**src/rtl/thrive_rst_pkg.sv**
```systemverilog
// -----------------------------------------------------------------------------
// thrive_rst_pkg
// Shared types and default sizing for the PE reset sequencer.
//   rst_seq_state_e   : sequencer FSM states
//   DEF_NUM_PE        : default number of PE reset outputs
//   DEF_SYNC_STAGES   : default reset synchronizer depth
//   DEF_GAP_CYCLES    : default spacing between releases / soft-reset hold
// -----------------------------------------------------------------------------
package thrive_rst_pkg;

    typedef enum logic [2:0] {
        WAIT_SYNC = 3'd0,
        COUNT     = 3'd1,
        RUN       = 3'd2,
        SOFT_HOLD = 3'd3,
        SOFT_ACK  = 3'd4
    } rst_seq_state_e;

    localparam int DEF_NUM_PE      = 4;
    localparam int DEF_SYNC_STAGES = 2;
    localparam int DEF_GAP_CYCLES  = 16;

endpackage

```
**src/rtl/thrive_pe_rst_seq_if.sv**
```systemverilog
// -----------------------------------------------------------------------------
// thrive_pe_rst_seq_if
// Bundles the per-PE reset outputs, the soft-reset req/ack handshake and the
// sequencer status flags.
//   soft_rst_req_i : per-PE soft-reset request (level, held until ack)
//   pe_rstn_o      : per-PE active-low reset
//   soft_rst_ack_o : per-PE soft-reset acknowledge
//   seq_done_o     : every PE released at least once since sys_rstn
//   soft_busy_o    : a soft reset is in progress
// Modports: master = requester / reset consumer side, slave = sequencer.
// -----------------------------------------------------------------------------
interface thrive_pe_rst_seq_if #(
    parameter int NUM_PE = 4
);
    logic [NUM_PE-1:0] soft_rst_req_i;
    logic [NUM_PE-1:0] pe_rstn_o;
    logic [NUM_PE-1:0] soft_rst_ack_o;
    logic              seq_done_o;
    logic              soft_busy_o;

    modport master (
        output soft_rst_req_i,
        input  pe_rstn_o,
        input  soft_rst_ack_o,
        input  seq_done_o,
        input  soft_busy_o
    );

    modport slave (
        input  soft_rst_req_i,
        output pe_rstn_o,
        output soft_rst_ack_o,
        output seq_done_o,
        output soft_busy_o
    );
endinterface

```
**src/rtl/thrive_rst_sync.sv**
```systemverilog
// -----------------------------------------------------------------------------
// thrive_rst_sync
// Asynchronous-assert / synchronous-deassert reset synchronizer.
//   clk    : destination clock
//   rst_n  : asynchronous active-low reset
//   rst_ok : high once SYNC_STAGES ones have shifted through the chain;
//            rises on edge SYNC_STAGES-1, counting from the first edge that
//            samples rst_n high as edge 0
// -----------------------------------------------------------------------------
module thrive_rst_sync
    import thrive_rst_pkg::*;
#(
    parameter int SYNC_STAGES = DEF_SYNC_STAGES
) (
    input  logic clk,
    input  logic rst_n,
    output logic rst_ok
);

    logic [SYNC_STAGES-1:0] sync_q;

    always_ff @(posedge clk or negedge rst_n) begin
        if (!rst_n) begin
            sync_q <= '0;
        end else begin
            sync_q <= {sync_q[SYNC_STAGES-2:0], 1'b1};
        end
    end

    assign rst_ok = sync_q[SYNC_STAGES-1];

endmodule

```
**src/rtl/thrive_pe_rst_seq.sv**
```systemverilog
// -----------------------------------------------------------------------------
// thrive_pe_rst_seq
// Per-PE reset sequencer. Synchronizes sys_rstn, releases the PE resets in
// index order GAP_CYCLES apart, then serves soft-reset requests one at a time
// (lowest index first) over a 4-phase req/ack handshake.
//   sys_clk  : system clock
//   sys_rstn : asynchronous active-low chip reset
//   rst_bus  : slave side of thrive_pe_rst_seq_if (req in; pe_rstn, ack,
//              seq_done, soft_busy out). Every output is a flop.
// -----------------------------------------------------------------------------
module thrive_pe_rst_seq
    import thrive_rst_pkg::*;
#(
    parameter int NUM_PE      = DEF_NUM_PE,
    parameter int SYNC_STAGES = DEF_SYNC_STAGES,
    parameter int GAP_CYCLES  = DEF_GAP_CYCLES
) (
    input  logic                   sys_clk,
    input  logic                   sys_rstn,
    thrive_pe_rst_seq_if.slave     rst_bus
);

    localparam int CNT_W = $clog2(GAP_CYCLES + 1);
    localparam int IDX_W = (NUM_PE > 1) ? $clog2(NUM_PE) : 1;

    rst_seq_state_e    state_q, state_d;
    logic [CNT_W-1:0]  cnt_q, cnt_d;
    logic [IDX_W-1:0]  idx_q, idx_d;
    logic [NUM_PE-1:0] pe_rstn_q, pe_rstn_d;
    logic [NUM_PE-1:0] ack_q, ack_d;
    logic              done_q, done_d;
    logic              busy_q, busy_d;

    logic              rst_ok;
    logic              cnt_term;
    logic              req_any;
    logic [IDX_W-1:0]  req_idx;
    logic              req_cur;

    thrive_rst_sync #(
        .SYNC_STAGES (SYNC_STAGES)
    ) u_sync (
        .clk    (sys_clk),
        .rst_n  (sys_rstn),
        .rst_ok (rst_ok)
    );

    assign cnt_term = (cnt_q == CNT_W'(GAP_CYCLES - 1));
    assign req_any  = |rst_bus.soft_rst_req_i;

    // Lowest-index pending request wins; scanning downward leaves the lowest.
    // req_cur is the request level of the PE currently latched in idx_q.
    always_comb begin
        req_idx = '0;
        req_cur = 1'b0;
        for (int i = NUM_PE - 1; i >= 0; i--) begin
            if (rst_bus.soft_rst_req_i[i]) begin
                req_idx = IDX_W'(i);
            end
        end
        for (int i = 0; i < NUM_PE; i++) begin
            if (idx_q == IDX_W'(i)) begin
                req_cur = rst_bus.soft_rst_req_i[i];
            end
        end
    end

    always_comb begin
        state_d   = state_q;
        cnt_d     = cnt_q;
        idx_d     = idx_q;
        pe_rstn_d = pe_rstn_q;
        ack_d     = ack_q;
        done_d    = done_q;
        busy_d    = busy_q;

        case (state_q)
            WAIT_SYNC: begin
                if (rst_ok) begin
                    state_d = COUNT;
                    cnt_d   = '0;
                    idx_d   = '0;
                end
            end

            COUNT: begin
                if (cnt_term) begin
                    cnt_d = '0;
                    for (int i = 0; i < NUM_PE; i++) begin
                        if (idx_q == IDX_W'(i)) begin
                            pe_rstn_d[i] = 1'b1;
                        end
                    end
                    if (idx_q == IDX_W'(NUM_PE - 1)) begin
                        done_d  = 1'b1;
                        state_d = RUN;
                    end else begin
                        idx_d = idx_q + IDX_W'(1);
                    end
                end else begin
                    cnt_d = cnt_q + CNT_W'(1);
                end
            end

            RUN: begin
                if (req_any) begin
                    for (int i = 0; i < NUM_PE; i++) begin
                        if (req_idx == IDX_W'(i)) begin
                            pe_rstn_d[i] = 1'b0;
                        end
                    end
                    idx_d   = req_idx;
                    cnt_d   = '0;
                    busy_d  = 1'b1;
                    state_d = SOFT_HOLD;
                end
            end

            SOFT_HOLD: begin
                if (cnt_term) begin
                    cnt_d = '0;
                    for (int i = 0; i < NUM_PE; i++) begin
                        if (idx_q == IDX_W'(i)) begin
                            pe_rstn_d[i] = 1'b1;
                            ack_d[i]     = 1'b1;
                        end
                    end
                    state_d = SOFT_ACK;
                end else begin
                    cnt_d = cnt_q + CNT_W'(1);
                end
            end

            SOFT_ACK: begin
                // A request already dropped during the hold leaves here on
                // the first edge, so its ack is a single-cycle pulse.
                if (!req_cur) begin
                    for (int i = 0; i < NUM_PE; i++) begin
                        if (idx_q == IDX_W'(i)) begin
                            ack_d[i] = 1'b0;
                        end
                    end
                    busy_d  = 1'b0;
                    state_d = RUN;
                end
            end

            default: begin
                state_d = WAIT_SYNC;
            end
        endcase
    end

    always_ff @(posedge sys_clk or negedge sys_rstn) begin
        if (!sys_rstn) begin
            state_q   <= WAIT_SYNC;
            cnt_q     <= '0;
            idx_q     <= '0;
            pe_rstn_q <= '0;
            ack_q     <= '0;
            done_q    <= 1'b0;
            busy_q    <= 1'b0;
        end else begin
            state_q   <= state_d;
            cnt_q     <= cnt_d;
            idx_q     <= idx_d;
            pe_rstn_q <= pe_rstn_d;
            ack_q     <= ack_d;
            done_q    <= done_d;
            busy_q    <= busy_d;
        end
    end

    assign rst_bus.pe_rstn_o      = pe_rstn_q;
    assign rst_bus.soft_rst_ack_o = ack_q;
    assign rst_bus.seq_done_o     = done_q;
    assign rst_bus.soft_busy_o    = busy_q;

endmodule

```
**src/flat_wrapper.sv**
```systemverilog
// flat-port wrapper written by rule: the top's interface ports become plain ports
module thrive_pe_rst_seq_flat import thrive_rst_pkg::*;
#(
    parameter int NUM_PE      = DEF_NUM_PE,
    parameter int SYNC_STAGES = DEF_SYNC_STAGES,
    parameter int GAP_CYCLES  = DEF_GAP_CYCLES
)
  (sys_clk, sys_rstn, rst_bus_soft_rst_req_i, rst_bus_pe_rstn_o, rst_bus_soft_rst_ack_o, rst_bus_seq_done_o, rst_bus_soft_busy_o);
  thrive_pe_rst_seq_if #(.NUM_PE(NUM_PE)) rst_bus_i ();
  input  logic sys_clk;
  input  logic sys_rstn;
  input wire logic [$bits(rst_bus_i.soft_rst_req_i)-1:0] rst_bus_soft_rst_req_i;
  output wire logic [$bits(rst_bus_i.pe_rstn_o)-1:0] rst_bus_pe_rstn_o;
  output wire logic [$bits(rst_bus_i.soft_rst_ack_o)-1:0] rst_bus_soft_rst_ack_o;
  output wire logic [$bits(rst_bus_i.seq_done_o)-1:0] rst_bus_seq_done_o;
  output wire logic [$bits(rst_bus_i.soft_busy_o)-1:0] rst_bus_soft_busy_o;
  assign rst_bus_i.soft_rst_req_i = rst_bus_soft_rst_req_i;
  assign rst_bus_pe_rstn_o = rst_bus_i.pe_rstn_o;
  assign rst_bus_soft_rst_ack_o = rst_bus_i.soft_rst_ack_o;
  assign rst_bus_seq_done_o = rst_bus_i.seq_done_o;
  assign rst_bus_soft_busy_o = rst_bus_i.soft_busy_o;
  thrive_pe_rst_seq #(.NUM_PE(NUM_PE), .SYNC_STAGES(SYNC_STAGES), .GAP_CYCLES(GAP_CYCLES)) u_core (.sys_clk(sys_clk), .sys_rstn(sys_rstn), .rst_bus(rst_bus_i));
endmodule
```
**config.mk**
```make
export PLATFORM = sky130hd
export DESIGN_NAME = thrive_pe_rst_seq_flat
export DESIGN_NICKNAME = d
export VERILOG_FILES = /design/src/rtl/thrive_rst_pkg.sv /design/src/rtl/thrive_pe_rst_seq_if.sv /design/src/rtl/thrive_rst_sync.sv /design/src/rtl/thrive_pe_rst_seq.sv /design/src/flat_wrapper.sv
export SDC_FILE = /design/constraint.sdc
export NUM_CORES = 1
export LEC_CHECK = 0
export CAP_MARGIN = 20
export CELL_PAD_IN_SITES_DETAIL_PLACEMENT = 1
export CELL_PAD_IN_SITES_GLOBAL_PLACEMENT = 1
export CORE_ASPECT_RATIO = 0.9
export CORE_MARGIN = 2
export CORE_UTILIZATION = 41
export DETAILED_ROUTE_END_ITERATION = 8
export PLACE_DENSITY_LB_ADDON = 0.15
export RECOVER_POWER = 100
export SLEW_MARGIN = 20
export SYNTH_ARGS = -nofsm -noshare
export SYNTH_HDL_FRONTEND = slang
export SYNTH_SLANG_ARGS = --single-unit
```
**constraint.sdc**
```tcl
create_clock -name sys_clk -period 1.8 [get_ports sys_clk]
set_input_delay 0.54 -clock sys_clk [delete_from_list [all_inputs] [get_ports sys_clk]]
set_output_delay 0.54 -clock sys_clk [all_outputs]
set_load 0.005 [all_outputs]
```
==> flow_metrics.tcl <==
set metrics [dict create \
    status "finished, final reports clean" \
    fill_cells 309 \
    grt_pass1_vias 990 \
    setup_violations 0 \
    layout-drive-gt1-share 0.2500 \
    start_kind "input port" \
    syn_area_um2 1154 \
    grt_max_degree 23 \
    ir_worst_vdd_mv 0.5887 \
    initial_core_util 0.4269 \
    clkLatencyLatePin_ns 0.33 \
    setup_slack_ns 0.03126 \
    final_hold_viol_count 0 \
    cp_slowest_cell "clkdlybuf4s50_1" \
    setup_tns_ns 0 \
    wl_per_cell_um 17.37 \
    ios 16 \
    hp-class "flop to flop" \
    ctsHoldBuffers 0 \
    design_area_um2 1549 \
    fin_nets 164 \
    fin_cells 182 \
    htreeDepth 1 \
    multi_input_area_um2 579.3 \
    clock_skew_ns 0.01100 \
    wl_met2_um 1548 \
    crit_path_end_kind "flop" \
    io_buffers 15 \
    dr_wl_met3_um 86 \
    cts_buffer_depth 2 \
    whs_ns 0.3683 \
    max_cap_violations 0 \
    clk_pin_slew_ns 0.14 \
    placed_area_um2 1419 \
    diodes 0 \
    grt_pass1_wl_um 4781 \
    synth_cells 116 \
    cp_max_fo 4 \
    synth_cell_types 42 \
    antenna_found_initial 0 \
    drt_drc_violations_left 0 \
    drt_iter0_drc 30 \
    cts_buffers 3 \
    core_um2 2703 \
    rsz0062_at_grt "yes" \
    seqCellArea_um2 551.8 \
    areaGrowthSynthToFinish_pct 34.27 \
    relSlewSlack 0.6388 \
    fmax_ghz 0.5654 \
    seq_area_frac_synth 0.4772 \
    syn_avg_cell_area_um2 9.945 \
    synthesis.nets 127 \
    vias_per_cell 5.445 \
    antenna_left 0 \
    dp_slack_ns -0.2739 \
    p_leak_uw 0.0006910 \
    cts_tree "built" \
    dp.cells 171 \
    slew_violations 0 \
    vias 991 \
    arrival_ns 1.99 \
    die-area_um2 3255 \
    critical-path-max-stage-delay_ns 0.46 \
    grt.overflow.total 0 \
    place.detailed.hpwl_um 2260 \
    wirelength_um 3162 \
    period_needed_ns 1.769 \
    path_class "input port to flop" \
    die_w_um 59.92 \
    row_count 18 \
    power.density_nw_per_um2 1447 \
    cts_num_sinks 22 \
    ys_ff_latch 22 \
    die_h_um 54.32 \
    fin_crit_sh 0.9826 \
    yosysWarnings 0 \
    top_layer_used "met4" \
    met1_length_um 1497 \
    cts-root-buf "clkbuf_4" \
    worst_pin_slew_ns 0.5418 \
    grt_use_total 0.2028 \
    crit_chain "clkdlybuf4s50_1 -> nor4_1 -> a21o_2 -> nor2_2 -> mux2_1" \
    dr.pass1.iters 4 \
    gp_congestion 0.7961 \
    cp.required_ns 2.02 \
]
## final cells by class
cell class                 count  share of cell area
inverter                       6             0.01454
tap                           30             0.02423
clock inverter                 1             0.01939
sequential                    22              0.3562
clock buffer                   3             0.01454
timing repair buffer          36              0.1971
multi-input combinational     84              0.3740
## sequential cells by signal, indices dropped and copies added, names as in the netlist
signal	count
u_core.cnt_q	5
u_core.idx_q	2
u_core.rst_bus.pe_rstn_o	4
u_core.rst_bus.seq_done_o	1
u_core.rst_bus.soft_busy_o	1
u_core.rst_bus.soft_rst_ack_o	4
u_core.state_q	3
u_core.u_sync.sync_q	2
## worst max-delay path, delay by kind of cell
| family | cells | cell delay, ns |
|---|---|---|
| buffers and inverters | 1 | 0.46 |
| AND/OR/NAND/NOR | 2 | 0.46 |
| multiplexers | 1 | 0.32 |
| AO/OA/AOI/OAI | 1 | 0.22 |
## what timing repair did
item,4_1_cts,5_1_grt
buffers inserted,3,4
gates resized for setup,6,4
endpoints found under the setup margin,6,13
pin swaps,1,1
## cells in the final DEF, fill, tap and decap left out, types with 2 or more instances in the layout
cell / count
a21oi_1: 15
nand3_1: 5
nor3_1: 5
o21ai_0: 4
clkdlybuf4s25_1: 2
inv_2: 2
ha_1: 2
nand2b_1: 3
nor2_1: 8
dfrtp_1: 21
o21ai_1: 3
buf_4: 20
o211ai_1: 2
clkbuf_4: 3
clkdlybuf4s50_1: 12
ha_2: 2
nand2_1: 6
inv_1: 4
a31oi_1: 3
## synth_stat cells (all sizes together)
library cell,instances,area (um2)
o41ai,1,16.27
mux2,1,15.01
o21ai,7,35.03
nand4b,1,8.760
inv,6,22.52
nor4,1,6.260
o22ai,1,6.260
a211oi,1,12.51
a21boi,1,7.510
nand2,6,22.52
o211ai,2,15.01
a31oi,3,18.77
and3b,1,8.760
and4bb,1,12.51
a21o,1,8.760
and4b,1,10.01
conb,1,3.750
mux2i,1,10.01
ha,5,62.56
a311oi,1,8.760
xor2,1,8.760
nand3b,1,7.510
nor3,5,25.02
and2b,2,15.01
a21oi,15,75.07
dfrtp,22,550.5
and2,1,6.260
nor3b,1,12.51
a31o,1,8.760
nand2b,3,18.77
or3b,1,11.26
buf,3,23.77
nand3,5,25.02
or2,1,6.260
o21bai,1,7.510
nor2,9,36.29
clkbuf,1,3.750
## cells by family after synthesis
| logic type | share of synthesized area |
|---|---|
| flops | 0.4772 |
| fa+ha+maj | 0.05423 |
| mux | 0.02169 |
| buf+inv | 0.04338 |
| other cells | 0.003251 |
| xor+xnor | 0.007594 |
| simple gates | 0.2017 |
| compound gates | 0.1909 |
## worst paths after layout
path	from	to	slack [ns]	depth (start not counted)
worst max-delay path	rst_bus_soft_rst_req_i[2]	u_core.idx_q[1]$_DFFE_PN0P_	0.03	5
worst min-delay path	u_core.u_sync.sync_q[0]$_DFF_PN0_	u_core.u_sync.sync_q[1]$_DFF_PN0_	0.37	0
worst max register to register	u_core.idx_q[1]$_DFFE_PN0P_	u_core.state_q[1]$_DFFE_PN0P_	0.04	6
worst min register to register	u_core.u_sync.sync_q[0]$_DFF_PN0_	u_core.u_sync.sync_q[1]$_DFF_PN0_	0.37	0
max in group asynchronous	sys_rstn	u_core.idx_q[0]$_DFFE_PN0P_	0.71	2
min in group asynchronous	sys_rstn	u_core.cnt_q[4]$_DFFE_PN0P_	0.70	2
## layer usage
metal | GRT usage | up-vias
li1 | - | 487
met1 | 0.2828 | 481
met2 | 0.3243 | 18
met3 | 0.04728 | 5
met4 | 0.03704 | 0
met5 | 0 | -
## per-stage QoR
stage	total power (uW)	utilization
after global routing	2411	0.5731
final	2242	0.5731
after CTS	2196	0.5593
after global placement	1652	0.5250
after floorplan	1294	-
after detailed placement	1707	0.5250
## where the power goes
group / internal (uW) / total (uW) / switching, uW
Combinational: 569 / 1060 / 487
Clock: 225 / 392 / 167
Sequential: 645 / 793 / 149
Note: power is estimated with default switching activity, not from simulation.
